--- src/rtl/alu_pkg.sv ---
// Shared widths and the tagged result record used by the ALU result collector and its FIFO.
package alu_pkg;

    localparam int ALU_WORD_W = 16;
    localparam int ALU_N_SRC  = 8;
    localparam int ALU_SRC_W  = $clog2(ALU_N_SRC);

    typedef struct packed {
        logic [ALU_WORD_W-1:0] data;
        logic [ALU_SRC_W-1:0]  src;
        logic                  zero;
    } alu_result_t;

endpackage

--- src/rtl/alu_result_fifo2.sv ---
// Two-entry FIFO of tagged ALU results with registered count-based valid/ready.
module alu_result_fifo2
    import alu_pkg::*;
(
    input  logic        clk,
    input  logic        rst_n,
    input  logic        i_push,
    input  alu_result_t i_wdata,
    output logic        o_in_ready,
    output logic        o_out_valid,
    input  logic        i_out_ready,
    output alu_result_t o_rdata
);

    alu_result_t r_mem [2];
    logic        r_wr_ptr;
    logic        r_rd_ptr;
    logic [1:0]  r_count;

    logic w_push;
    logic w_pop;

    assign o_in_ready  = (r_count != 2'd2);
    assign o_out_valid = (r_count != 2'd0);

    // Guarded again here so a misbehaving producer can never overwrite an unread entry.
    assign w_push = i_push && o_in_ready;
    assign w_pop  = o_out_valid && i_out_ready;

    always_ff @(posedge clk) begin
        if (!rst_n) begin
            r_wr_ptr <= 1'b0;
            r_rd_ptr <= 1'b0;
            r_count  <= 2'd0;
        end else begin
            if (w_push) begin
                r_wr_ptr <= ~r_wr_ptr;
            end
            if (w_pop) begin
                r_rd_ptr <= ~r_rd_ptr;
            end
            case ({w_push, w_pop})
                2'b10:   r_count <= r_count + 2'd1;
                2'b01:   r_count <= r_count - 2'd1;
                default: r_count <= r_count;
            endcase
        end
    end

    always_ff @(posedge clk) begin
        if (w_push) begin
            r_mem[r_wr_ptr] <= i_wdata;
        end
    end

    // Storage is not reset, so an empty FIFO presents an all-zero head instead of stale data.
    assign o_rdata = o_out_valid ? r_mem[r_rd_ptr] : '0;

endmodule

--- src/rtl/alu_result_collector.sv ---
// Collects AND-gated ALU result lanes into one tagged word per handshake and queues it for writeback.
// Optional macro ALU_COLLECTOR_SEL_CHECK_EN drops transfers whose sel is not one-hot and counts them.
module alu_result_collector
    import alu_pkg::*;
#(
    parameter int WIDTH = ALU_WORD_W,
    parameter int N_SRC = ALU_N_SRC
) (
    input  logic                     clk,
    input  logic                     rst_n,
    input  logic                     in_valid,
    output logic                     in_ready,
    input  logic [N_SRC*WIDTH-1:0]   lanes,
    input  logic [N_SRC-1:0]         sel,
    output logic                     out_valid,
    input  logic                     out_ready,
    output logic [WIDTH-1:0]         out_data,
    output logic [$clog2(N_SRC)-1:0] out_src,
    output logic                     out_zero,
    output logic                     sel_err,
    output logic [7:0]               err_count
);

    localparam int SRC_W = $clog2(N_SRC);

    function automatic logic [SRC_W-1:0] f_low_idx(input logic [N_SRC-1:0] s);
        logic [SRC_W-1:0] idx;
        idx = '0;
        for (int i = N_SRC - 1; i >= 0; i--) begin
            if (s[i]) begin
                idx = i[SRC_W-1:0];
            end
        end
        return idx;
    endfunction

    logic [WIDTH-1:0] w_word_p0;
    alu_result_t      w_entry_p0;
    alu_result_t      w_head;
    logic             w_accept;
    logic             w_push;

    assign w_accept = in_valid && in_ready;

    // Lanes are already gated upstream, so a plain OR merges them.
    always_comb begin
        w_word_p0 = '0;
        for (int i = 0; i < N_SRC; i++) begin
            w_word_p0 = w_word_p0 | lanes[i*WIDTH +: WIDTH];
        end
    end

    always_comb begin
        w_entry_p0      = '0;
        w_entry_p0.data = w_word_p0;
        w_entry_p0.src  = f_low_idx(sel);
        w_entry_p0.zero = ~|w_word_p0;
    end

`ifdef ALU_COLLECTOR_SEL_CHECK_EN
    function automatic logic [7:0] f_sat_inc(input logic [7:0] c);
        return (c == 8'hFF) ? c : c + 8'd1;
    endfunction

    logic       w_bad_p0;
    logic       r_sel_err_p1;
    logic [7:0] r_err_count_p1;

    // A rejected transfer still completes its handshake; it is simply not queued.
    assign w_bad_p0 = w_accept && !$onehot(sel);
    assign w_push   = w_accept && !w_bad_p0;

    // ---- capture -> error report boundary ----
    always_ff @(posedge clk) begin
        if (!rst_n) begin
            r_sel_err_p1   <= 1'b0;
            r_err_count_p1 <= 8'd0;
        end else begin
            r_sel_err_p1 <= w_bad_p0;
            if (w_bad_p0) begin
                r_err_count_p1 <= f_sat_inc(r_err_count_p1);
            end
        end
    end

    assign sel_err   = r_sel_err_p1;
    assign err_count = r_err_count_p1;
`else
    assign w_push    = w_accept;
    assign sel_err   = 1'b0;
    assign err_count = 8'd0;
`endif

    // ---- capture -> FIFO boundary ----
    alu_result_fifo2 u_fifo (
        .clk         (clk),
        .rst_n       (rst_n),
        .i_push      (w_push),
        .i_wdata     (w_entry_p0),
        .o_in_ready  (in_ready),
        .o_out_valid (out_valid),
        .i_out_ready (out_ready),
        .o_rdata     (w_head)
    );

    assign out_data = w_head.data;
    assign out_src  = w_head.src;
    assign out_zero = w_head.zero;

endmodule

--- config.mk ---
export PLATFORM = sky130hd
export DESIGN_NAME = alu_result_collector
export DESIGN_NICKNAME = d
export VERILOG_FILES = /design/src/rtl/alu_pkg.sv /design/src/rtl/alu_result_fifo2.sv /design/src/rtl/alu_result_collector.sv
export SDC_FILE = /design/constraint.sdc
export NUM_CORES = 1
export LEC_CHECK = 0
export CAP_MARGIN = 15
export CORE_ASPECT_RATIO = 0.7
export CORE_MARGIN = 2
export CORE_UTILIZATION = 30
export DETAILED_ROUTE_END_ITERATION = 6
export PLACE_DENSITY = 0.78
export SETUP_SLACK_MARGIN = 0.3
export SLEW_MARGIN = 0
export SYNTH_ARGS = -nofsm -noshare
export SYNTH_HDL_FRONTEND = slang
export SYNTH_HIERARCHICAL = 1
export SYNTH_SLANG_ARGS = --single-unit
--- constraint.sdc ---
create_clock -name clk -period 1.5 [get_ports clk]
set_input_delay 0.15 -clock clk [delete_from_list [all_inputs] [get_ports clk]]
set_output_delay 0.15 -clock clk [all_outputs]
set_load 0.02 [all_outputs]
# Word level (Yosys, flattened, before mapping)
# Memories as Yosys holds them, arrays and structs flattened. A register that Yosys moved wholly into a read port is not among the register bits.
# Cells that the tools add are included.
word_totals:
  regBits: 4
  mem_bits_rw: 40
  input_bits: 140
  output_inout_bits: 31
  elab_cells: 39
  mem_count: 1
mem_list:
  columns: ["memory", "depth", "width", "read_ports", "rd_ports_with_merged_regs", "write_ports", "line", "text"]
  rows:
  - ["u_fifo.r_mem", 2, 20, 1, 1, 1, "alu_result_fifo2.sv:15", "alu_result_t r_mem [2];"]
op_classes:
  addsub: 2
  n_eq_ne: 3
  n_mux: 14
  bitwise: 9
  reduce_logical: 7
op_table:
  columns: ["op", "n"]
  rows:
  - ["16-bit OR", 7]
  - ["3-bit 2-to-1 mux", 8]
  - ["20-bit 2-to-1 mux", 1]
  - ["16-bit OR reduction", 1]
  - ["1-bit 2-to-1 mux", 4]
  - ["2-bit case mux with 2 select lines", 1]
  - ["2-bit nonzero test", 2]
  - ["1-bit logical AND", 3]
  - ["2-bit by 1-bit adder with 2-bit output, second input constant", 1]
  - ["2-bit by 1-bit == test with 1-bit output, second input constant", 1]
  - ["2-bit == test, second input constant", 1]
  - ["2-bit != test, second input constant", 1]
  - ["1-bit NOT", 2]
  - ["2-bit by 1-bit subtractor with 2-bit output, second input constant", 1]
  - ["1-bit zero test", 1]

# Depth between registers and ports, before layout
# Gate-level depths: netlist (run 1).
logic_depth:
  depth_word: 9
  depth_mapped: 7
  depth_no_buf: 7

# Modules after synthesis
# Netlist (run 1), hierarchy kept.
modules_own_cells:
  columns: ["module", "n_inst", "cells_per_inst", "area_per_inst_um2", "seq_area_each_um2"]
  rows:
  - ["alu_result_fifo2", 1, 110, 1731.7, 1301.2]
  - ["alu_result_collector", 1, 77, 437.9, 0.0]

# Worst setup path before layout (run 1)
# OpenSTA, ideal clock, no wires.
synth_timing:
  kind: "register to register"
  from: "register u_fifo.r_count[0]"
  to: "memory u_fifo/r_mem[1][0] (netlist name), enable pin"
  t_arrival_ns: 1.496
  slack_ns: -0.375
  stages_incl_launch_ff: 4
  cell_sequence: "dfxtp_1 > nand2b_1 > and2_1 > and3_1"
synth_via:
  elab_chain_cells: 5
synth_rtl:
  columns: ["element", "line", "text"]
  rows:
  - ["from (decl)", "alu_result_fifo2.sv:18", "logic [1:0] r_count;"]
  - ["from (signal assigned)", "alu_result_fifo2.sv:43", "2'b10: r_count <= r_count + 2'd1;"]
  - ["from (signal assigned)", "alu_result_fifo2.sv:44", "2'b01: r_count <= r_count - 2'd1;"]
  - ["from (signal assigned)", "alu_result_fifo2.sv:45", "default: r_count <= r_count;"]
  - ["2-bit != test", "alu_result_fifo2.sv:23", "assign o_in_ready = (r_count != 2'd2);"]
  - ["net in_ready", "alu_result_collector.sv:12", "output logic in_ready,"]
  - ["1-bit logical AND", "alu_result_collector.sv:43", "assign w_accept = in_valid && in_ready;"]
  - ["net w_accept", "alu_result_collector.sv:40", "logic w_accept;"]
  - ["1-bit logical AND", "alu_result_fifo2.sv:27", "assign w_push = i_push && o_in_ready;"]
  - ["1-bit 2-to-1 mux", "alu_result_fifo2.sv:51", "if (w_push) begin"]
  - ["1-bit 2-to-1 mux (not written as such)", "alu_result_fifo2.sv:52", "r_mem[r_wr_ptr] <= i_wdata;"]
  - ["to (decl)", "alu_result_fifo2.sv:15", null]
# The timed path passes the listed nets, and every way through them passes these cells.

# Worst setup path after layout (run 1)
layout_timing:
  from: "register u_fifo.r_count[1]"
  to: "register u_fifo.r_count[1]"
layout_via:
  elab_chain_cells: 5
layout_rtl:
  columns: ["element", "line", "text"]
  rows:
  - ["2-bit != test *", "alu_result_fifo2.sv:23", null]
  - ["1-bit logical AND *", "alu_result_collector.sv:43", null]
  - ["net w_accept", "alu_result_collector.sv:40", null]
  - ["1-bit logical AND *", "alu_result_fifo2.sv:27", null]
  - ["2-bit by 1-bit == test with 1-bit output / 2-bit == test (equally long branches)", "alu_result_fifo2.sv:42", "case ({w_push, w_pop})"]
  - ["2-bit case mux with 2 select lines / 2-bit nonzero test (equally long branches)", null, null]
# Mark *: on every way through the listed nets, which the timed path passes. The rest lies on a longest branch.
# A chain may end at the register's enable or synchronous reset.

==> results by stage, run 1 <==
Min path:
- For hold timing, the worst endpoint is u_fifo/r_mem[0][13].
- The startpoint identified for the worst hold timing path is lanes[73].
- The worst hold path stage count is 3.
- The worst min-delay path class is input port to register.

Clock tree:
- The worst-skew pair later-pin latency is 0.29 ns.
- The TritonCTS clock tree is yes.
- The root buffer cell chosen for the clock tree is clkbuf_8.
- The number of buffers added by the clock tree synthesis step is 5.
- The clock net in this run drives a total of 45 sinks.
- The level count of the clock H-tree is 2.
- For this design, the CTS-stage hold fixing added 0 buffers.
- The buffer levels on the longest clock path is 2.
- Clock-pin slew was measured on the worst setup and hold paths at 0.08 ns.

Critical path:
- The endpoint of the worst register-to-register path is u_fifo/r_count[1].
- Broken down by cell family, the worst path's largest delay share belongs to simple AND/OR/NAND/NOR gates.
- The kind of end point of the critical path is a register.
- The cell with the largest stage delay on the worst path is dfxtp_2.
- In this run the register-to-register setup slack is -0.1 ns.
- Counting both buffers and inverters, the worst setup path holds a total of 1.
- The endpoint arrival time on the critical path is 1.81 ns.
- The worst flop-to-flop path startpoint is u_fifo/r_count[1].
- The worst setup path is launched from a register.
- The maximum fanout along the worst path is 4.
- The required time at the endpoint of the critical path is 1.71 ns.
- The category of the most critical setup path is register to register.
- The critical path goes through buf_6 > nand2b_4 > and2_4 > nand2_2 > ha_4 > xnor2_2 > or3_1 > a21boi_1.
- The worst register-to-register path has a depth of 8.
- The critical path depth is 8.
- The highest cell delay on the worst timing path is 0.34 ns.

Placement:
- At the end of routability-driven placement, the weighted congestion stood at 0.776.
- At the placement stage, the worst setup path has a slack of -0.312 ns.
- Counting tap cells, the placed design contains a total of 462 instances.
- The half-perimeter wire length after detailed placement is 5.63 mm.
- The quantity of I/O buffers inserted on ports is 161.
- The total cell area at the placement stage is 4100 um^2.

Pwr:
- In this run the power spent charging and discharging nets is 1.97 mW.
- The internal portion of total power is 3.47 mW.
- In this run the power density over the cells is 1160 nW/um^2.
- Across the VDD grid, the largest voltage drop is 0.000711 V.
- The post-layout total power is 5.43 mW.
- The leakage dissipation is 2.00 nW.
- The relative contribution of the clock network to total power is 0.128.
- The share of total power dissipated in sequential elements is 0.301.
- The combinational share of power is 0.571.
- The proportion of total power due to net switching is 0.362.

GRT:
- The via count of the first global-routing pass is 2376.
- For met2 alone, demand over resource in global routing was 0.369.
- Across every metal layer, demand over resource in global routing totals 0.192.
- The overflow left after global routing is 0.
- The pin count of the biggest net entering global routing is 14.
- For this run, global-route usage on met1 was measured as 0.216.
- The first global-routing pass estimated 11.4 mm of wire.
- The global routing met3 resource utilization is 0.0433.
- met2 is the most crowded layer.
- The number of antenna violations at the first check in global routing came to 0.

Logic synthesis:
- After technology mapping, the gate count stands at 187.
- For this run, the leading register cell type out of synthesis is edfxtp_1.
- The synthesized area per cell is 11.6 um^2.
- Yosys printed 6 warnings.
- The number of distinct library cells after synthesis is 27.
- The sequential share of the synthesized area is 0.600.
- After synthesis, the share of flip-flops with an asynchronous set or reset is 0.
- The cell area after technology mapping is 2170 um^2.
- The synthesized design contains 45 register bits.
- Counting flops with a built-in enable in the synthesized netlist gives 40.

Drt:
- Using the TritonRoute via totals, the vias-per-cell ratio works out to 4.66.
- After detailed routing, the number of remaining DRC violations is 0.
- The total via count in the routed design is 2342.
- The iteration-0 DRC count of the detailed router is 68.
- The count of nets left with antenna violations once routing finished came out at 0.
- After detailed routing, the average wire length per cell comes to 15.8 um.
- The aggregate routed wire length is 7.93 mm.
- The first detailed-routing pass ran for 4 iterations.

Final layout:
- After routing the design area is 4670 um^2.
- The share of final-layout standard cells stronger than drive strength 1 is 0.328.
- The total of fill cells in the finished design is 554.
- The library cells used most frequently in the layout, excluding fill and tap cells, are dlygate4sd2_1, buf_4, edfxtp_1.
- Across the whole layout, storage elements account for 1310 um^2.
- Once layout is complete, the utilization of the core stands at 0.679.
- At the end of the flow, the number of nets in the layout was 549.
- The filler-free cell count of the finished design is 503.
- The area taken by multi-input logic gates is 1050 um^2.
- The antenna cell count is 0.
- The synthesis-to-layout area growth is 115%.
- The most common library cell in the layout ignoring fill and taps is dlygate4sd2_1.

STA:
- The clock skew is 0.00322 ns.
- Hold is met by 0.249 ns.
- The count of final hold-check violations was 0.
- The number of setup violations in the final report is 10.
- The share of the cycle needed by the critical path after routing is 1.07.
- After layout, the worst setup slack is -0.0987 ns.
- Setup repair after global routing could not meet its margin everywhere.
- Summed over all failing endpoints, the final setup total negative slack is -0.382 ns.
- The final number of max-transition violations came to 0.
- The highest attainable clock frequency is 0.625 GHz.
- The time the worst path needs with I/O delays and setup is 1.60 ns.

Die:
- After floorplanning, the core was divided into 25 placement rows.
- For this design the top-level I/O count stands at 171.
- The vertical extent of the die is 75.2 um.
- The region available for standard cell placement spans 6880 um^2.
- The die outline area is 7940 um^2.
- The die is 106 um wide.
- The initial utilization of the core area, before any placement, comes to 0.315.

Run status:
- The checks that failed: setup timing.
- The flow ran to the end, but the final reports show violations.

Job:
- Max-cap violations in this run came to 0.
synth_stat cells (all sizes together) (2+ instances only):
| cell type | instances | area share |
|---|---|---|
| a21boi | 2 | 0.0069 |
| a21oi | 3 | 0.0069 |
| and2 | 4 | 0.012 |
| buf | 11 | 0.036 |
| clkbuf | 2 | 0.0035 |
| dfxtp | 5 | 0.046 |
| edfxtp | 40 | 0.55 |
| inv | 5 | 0.0087 |
| mux2i | 20 | 0.092 |
| nand2 | 17 | 0.029 |
| nand2b | 2 | 0.0058 |
| nor2 | 23 | 0.040 |
| nor3 | 3 | 0.0069 |
| nor4 | 36 | 0.10 |
| o21ai | 2 | 0.0046 |
| xnor2 | 3 | 0.012 |
layout make-up:
| class | count | area share |
|---|---|---|
| repair buffers | 219 | 0.448 |
| well taps | 94 | 0.0252 |
| flip-flops and latches | 45 | 0.280 |
| clock buffers | 5 | 0.0147 |
| inverters | 5 | 0.00482 |
| multi-input cells | 132 | 0.225 |
| clock inverters | 3 | 0.00268 |
logic make-up (layout without fill, tap and decap cells):
kind of cell	after synthesis	in the layout	synth area share
mux	20	20	0.0923
xor+xnor	3	3	0.0121
flops	45	45	0.600
fa+ha+maj	1	1	0.00577
compound gates	9	9	0.0265
buf+inv	18	232	0.0479
other cells	1	9	0.00173
simple gates	90	90	0.214
power by group through the flow:
stage,sequential (mW),clock (mW),combinational (mW)
after global placement,1.63,0,2.79
after CTS,1.63,0.715,3.04
after detailed placement,1.64,0,2.84
final,1.63,0.695,3.10
after global routing,1.65,0.767,3.29
after floorplan,1.63,0,1.29
registers in the layout, summed over array words and instances (netlist names), named ones only:
name / count
u_fifo/r_rd_ptr: 1
u_fifo/r_wr_ptr: 1
u_fifo/r_count: 2
u_fifo/r_mem: 40
layer usage:
layer	wire [um]	part of all wire
met3	416	0.052
met4	114	0.014
met2	4390	0.55
met1	3000	0.38
met5	0	0
worst max path at each step:
stage | startpoint | endpoint | slack [ns]
floorplan | u_fifo/r_count[0] | u_fifo/r_count[1] | 0.02
global placement | lanes[71] | u_fifo/r_mem[0][0] | -0.29
detailed placement | lanes[71] | u_fifo/r_mem[1][0] | -0.31
CTS | u_fifo/r_count[1] | out_data[2] | -0.03
global route | u_fifo/r_count[1] | u_fifo/r_count[1] | -0.13
finish | u_fifo/r_count[1] | u_fifo/r_count[1] | -0.1
tightest hold or removal path, cell delays in order:
cell and delay, ns:
dlymetal6s2s_1 0.10, nor4_2 0.05, nand2_1 0.11
repair_timing:
action                                  4_1_cts  5_1_grt
resized for setup                           238       61
endpoints found under the setup margin       66       73
hold endpoints to repair                      0        0
pin swaps                                    51       36
gates cloned                                  3        0
setup buffers                                23        7
Note: power is estimated with default switching activity, not from simulation.
==> inputs of run 2 (changes only) <==
--- a/config.mk
+++ b/config.mk
@@ -7,7 +7,7 @@
 export LEC_CHECK = 0
 export CAP_MARGIN = 15
 export CORE_ASPECT_RATIO = 0.7
-export CORE_MARGIN = 2
+export CORE_MARGIN = 10
 export CORE_UTILIZATION = 30
 export DETAILED_ROUTE_END_ITERATION = 6
 export PLACE_DENSITY = 0.78
==> run 2 against run 1 <==
Effect of this change: the run still ends with setup timing left; worst setup slack better by 0.034 ns; combinational power is 14% higher; clock skew is 0.0054 ns higher; highest routed layer unchanged.
==> results by stage, run 2 (synthesized netlist as in run 1, its figures left out) <==
Placement:
- The cell total after placement is 460.
- The worst slack after detailed placement is -0.312 ns.
- The quantity of I/O buffers inserted on ports is 161.
- Detailed placement ended at an HPWL of 7.21 mm.
- At the end of routability-driven placement, the weighted congestion stood at 0.757.

Critical path:
- The worst setup path is launched from a register.
- For this design, the slowest cell found on the critical path is dfxtp_4.
- The required time at the endpoint of the critical path is 1.72 ns.
- The category of the most critical setup path is register to register.
- Traced cell by cell, the critical path runs through buf_6 > nand2b_4 > and2_4 > nand2_4 > ha_4 > xnor2_2 > or3_1 > a21boi_2.
- In this design, the stage delay of the slowest critical-path cell is 0.37 ns.
- The endpoint arrival time on the critical path is 1.78 ns.
- The path depth of the worst reg2reg path is 8.
- The worst flop-to-flop path startpoint is u_fifo/r_count[1].
- The worst setup path is captured at a register.
- The slack of the worst reg-to-reg path is -0.06 ns.
- The endpoint of the worst register-to-register path is u_fifo/r_count[1].
- The critical path ends at u_fifo/r_count[1].
- The maximum fanout along the worst path is 4.
- The beginning of the critical path is u_fifo/r_count[1].

Clock tree:
- The count of clock tree sinks is 45.
- The buffer levels on the longest clock path is 2.
- CTS built an H-tree with a depth of 2.
- The number of buffers added by the clock tree synthesis step is 5.
- Clock-pin slew was measured on the worst setup and hold paths at 0.08 ns.
- The worst-skew pair later-pin latency is 0.28 ns.
- The count of hold-fix buffers inserted at cts is 0.
- TritonCTS built the clock tree.
- The clock root buffer is clkbuf_8.

Die:
- The total area inside the core boundary comes to 6880 um^2.
- The die is 122 um wide.
- In this run the vertical extent of the chip is 91.2 um.
- The die outline area is 11100 um^2.
- The number of top-level pins is 171.
- For this configuration, the core starts out at a cell density of 0.315.
- The floorplan has 25 rows.

Final layout:
- The register with the most flip-flops in the layout has 40 of them.
- The library cell used most frequently in the layout, excluding fill and tap cells, is dlygate4sd2_1.
- The synthesis-to-layout area growth is 116%.
- More flip-flops sit in one register than any other, and that register is u_fifo/r_mem.
- In the layout the commonest cells are dlygate4sd2_1, buf_4, edfxtp_1.
- Excluding fillers, the count of instances in the completed layout stands at 497.
- The share of final-layout standard cells stronger than drive strength 1 is 0.393.
- The largest registers in the layout are u_fifo/r_mem x40, u_fifo/r_count x2.
- At the end of the flow, the number of nets in the layout was 542.

Drt:
- After detailed routing, the average wire length per cell comes to 18.5 um.
- The first routing iteration left 59 violations.
- The total via count in the routed design is 2295.
- In the detailed route, the total length drawn on met3 is 790 um.
- In this run the remaining antenna-violating nets after routing total 0.
- The first detailed-routing pass took 3 iterations.
- The aggregate routed wire length is 9.18 mm.
- The detailed router put a total of 3.09 mm of wire on met1.
- In the routed layout, each cell is associated on average with a via count of 4.62.
- The highest layer touched by signal routing is met4.
- The sum of met2 wire segment lengths after detailed routing is 5.14 mm.
- In the routed design, unresolved DRC markers number 0.

STA:
- The setup TNS after final layout is -0.452 ns.
- The minimum hold slack is 0.287 ns.
- In the finished design, the share of the clock period the worst path needs comes to 1.04.
- The time the worst path needs with I/O delays and setup is 1.56 ns.
- The clock arrives with 0.00863 ns of skew.
- Setup repair after global routing could not meet its margin everywhere.
- Based on the critical path, the design can be clocked at up to 0.639 GHz.
- Setup violations remaining at the end of the flow were counted as 22.
- In the post-route analysis, the smallest setup slack over all paths is -0.0647 ns.
- The final number of max-transition violations is 0.
- The count of final hold-check violations is 0.

Pwr:
- Power spread over the standard cell area amounts to 1260 nW/um^2.
- Across the VDD grid, the largest voltage drop is 0.000952 V.
- After layout, the design draws a total of 5.92 mW.
- Summed over all cells, the static leakage comes to 1.85 nW.

Run status:
- The final reports fail on setup timing.
- The run finished, with violations left.

GRT:
- The first global-routing pass estimated 13.6 mm of wire.
- The number of antenna violations at the first check in global routing is 1.
- The via count of the first global-routing pass was 2619.
- For this run, the total global-route usage over all layers was measured as 0.155.
- After global routing the overflow that remains totals 0.
- The pin count of the biggest net entering global routing is 21.

Min path:
- The min-delay analysis places its worst path in the category input port to register.

Job:
- The max-cap violation count is 0.
==> run 2: cell types whose count changed in the layout (fill, tap and decap cells not counted), moves of 5 or more <==
cell,delta
mux2i_1,-7
nor2_2,+5
buf_2,-8
mux2i_4,+5
dlygate4sd2_1,-12
clkbuf_2,+11
nor2_1,-8
clkdlybuf4s15_1,+18
dlymetal6s2s_1,-17
==> run 2: routing by layer <==
metal	GRT usage	up-vias
met5	0	-
met4	0.0426	0
met3	0.0643	8
met2	0.293	88
met1	0.150	1079
li1	-	1120
==> run 2: power breakdown <==
part	switching, mW	internal (mW)
clock	0.376	0.330
combinational	1.65	1.88
sequential	0.118	1.57
total	2.14	3.77
==> run 2: layout make-up <==
| type | count | area [um^2] |
|---|---|---|
| clock inverter | 1 | 7.51 |
| sequential | 45 | 1310 |
| tap | 94 | 118 |
| clock buffer | 7 | 76.3 |
| antenna | 1 | 2.50 |
| inverter | 5 | 27.5 |
| multi-input combinational | 132 | 1170 |
| fill | 564 | 2200 |
| timing repair buffer | 212 | 1970 |
==> run 2: how the worst min path moves through the flow <==
stage	endpoint	cells past startpoint	startpoint
2_1_floorplan	u_fifo/r_count[0]	1	rst_n
3_3_place_gp	u_fifo/r_rd_ptr	2	u_fifo/r_rd_ptr
3_5_place_dp	u_fifo/r_wr_ptr	2	u_fifo/r_wr_ptr
4_1_cts	u_fifo/r_mem[1][4]	3	lanes[48]
5_1_grt	u_fifo/r_mem[1][18]	3	lanes[30]
6_report	u_fifo/r_mem[1][18]	3	lanes[30]
==> run 2: stage by stage <==
stage          utilization  instance area [um^2]
4_1_cts              0.638                  4390
5_1_grt              0.680                  4680
3_5_place_dp         0.596                  4100
3_3_place_gp         0.596                  4100
2_1_floorplan            -                  2230
6_report             0.681                  4680
==> run 2: timing repair <==
item | 4_1_cts | 5_1_grt
endpoints found under the hold margin | 0 | 0
pin swaps | 55 | 48
buffers inserted | 17 | 10
cloned | 1 | 0
gates resized for setup | 304 | 89
setup endpoints to repair | 67 | 72
==> run 2: critical path: cells and delay by family, from the launching register on <==
| family | cells | cell delay, ns |
|---|---|---|
| flops | 1 | 0.37 |
| xor+xnor | 1 | 0.13 |
| simple gates | 4 | 0.60 |
| buf+inv | 1 | 0.12 |
| fa+ha+maj | 1 | 0.15 |
| compound gates | 1 | 0.13 |
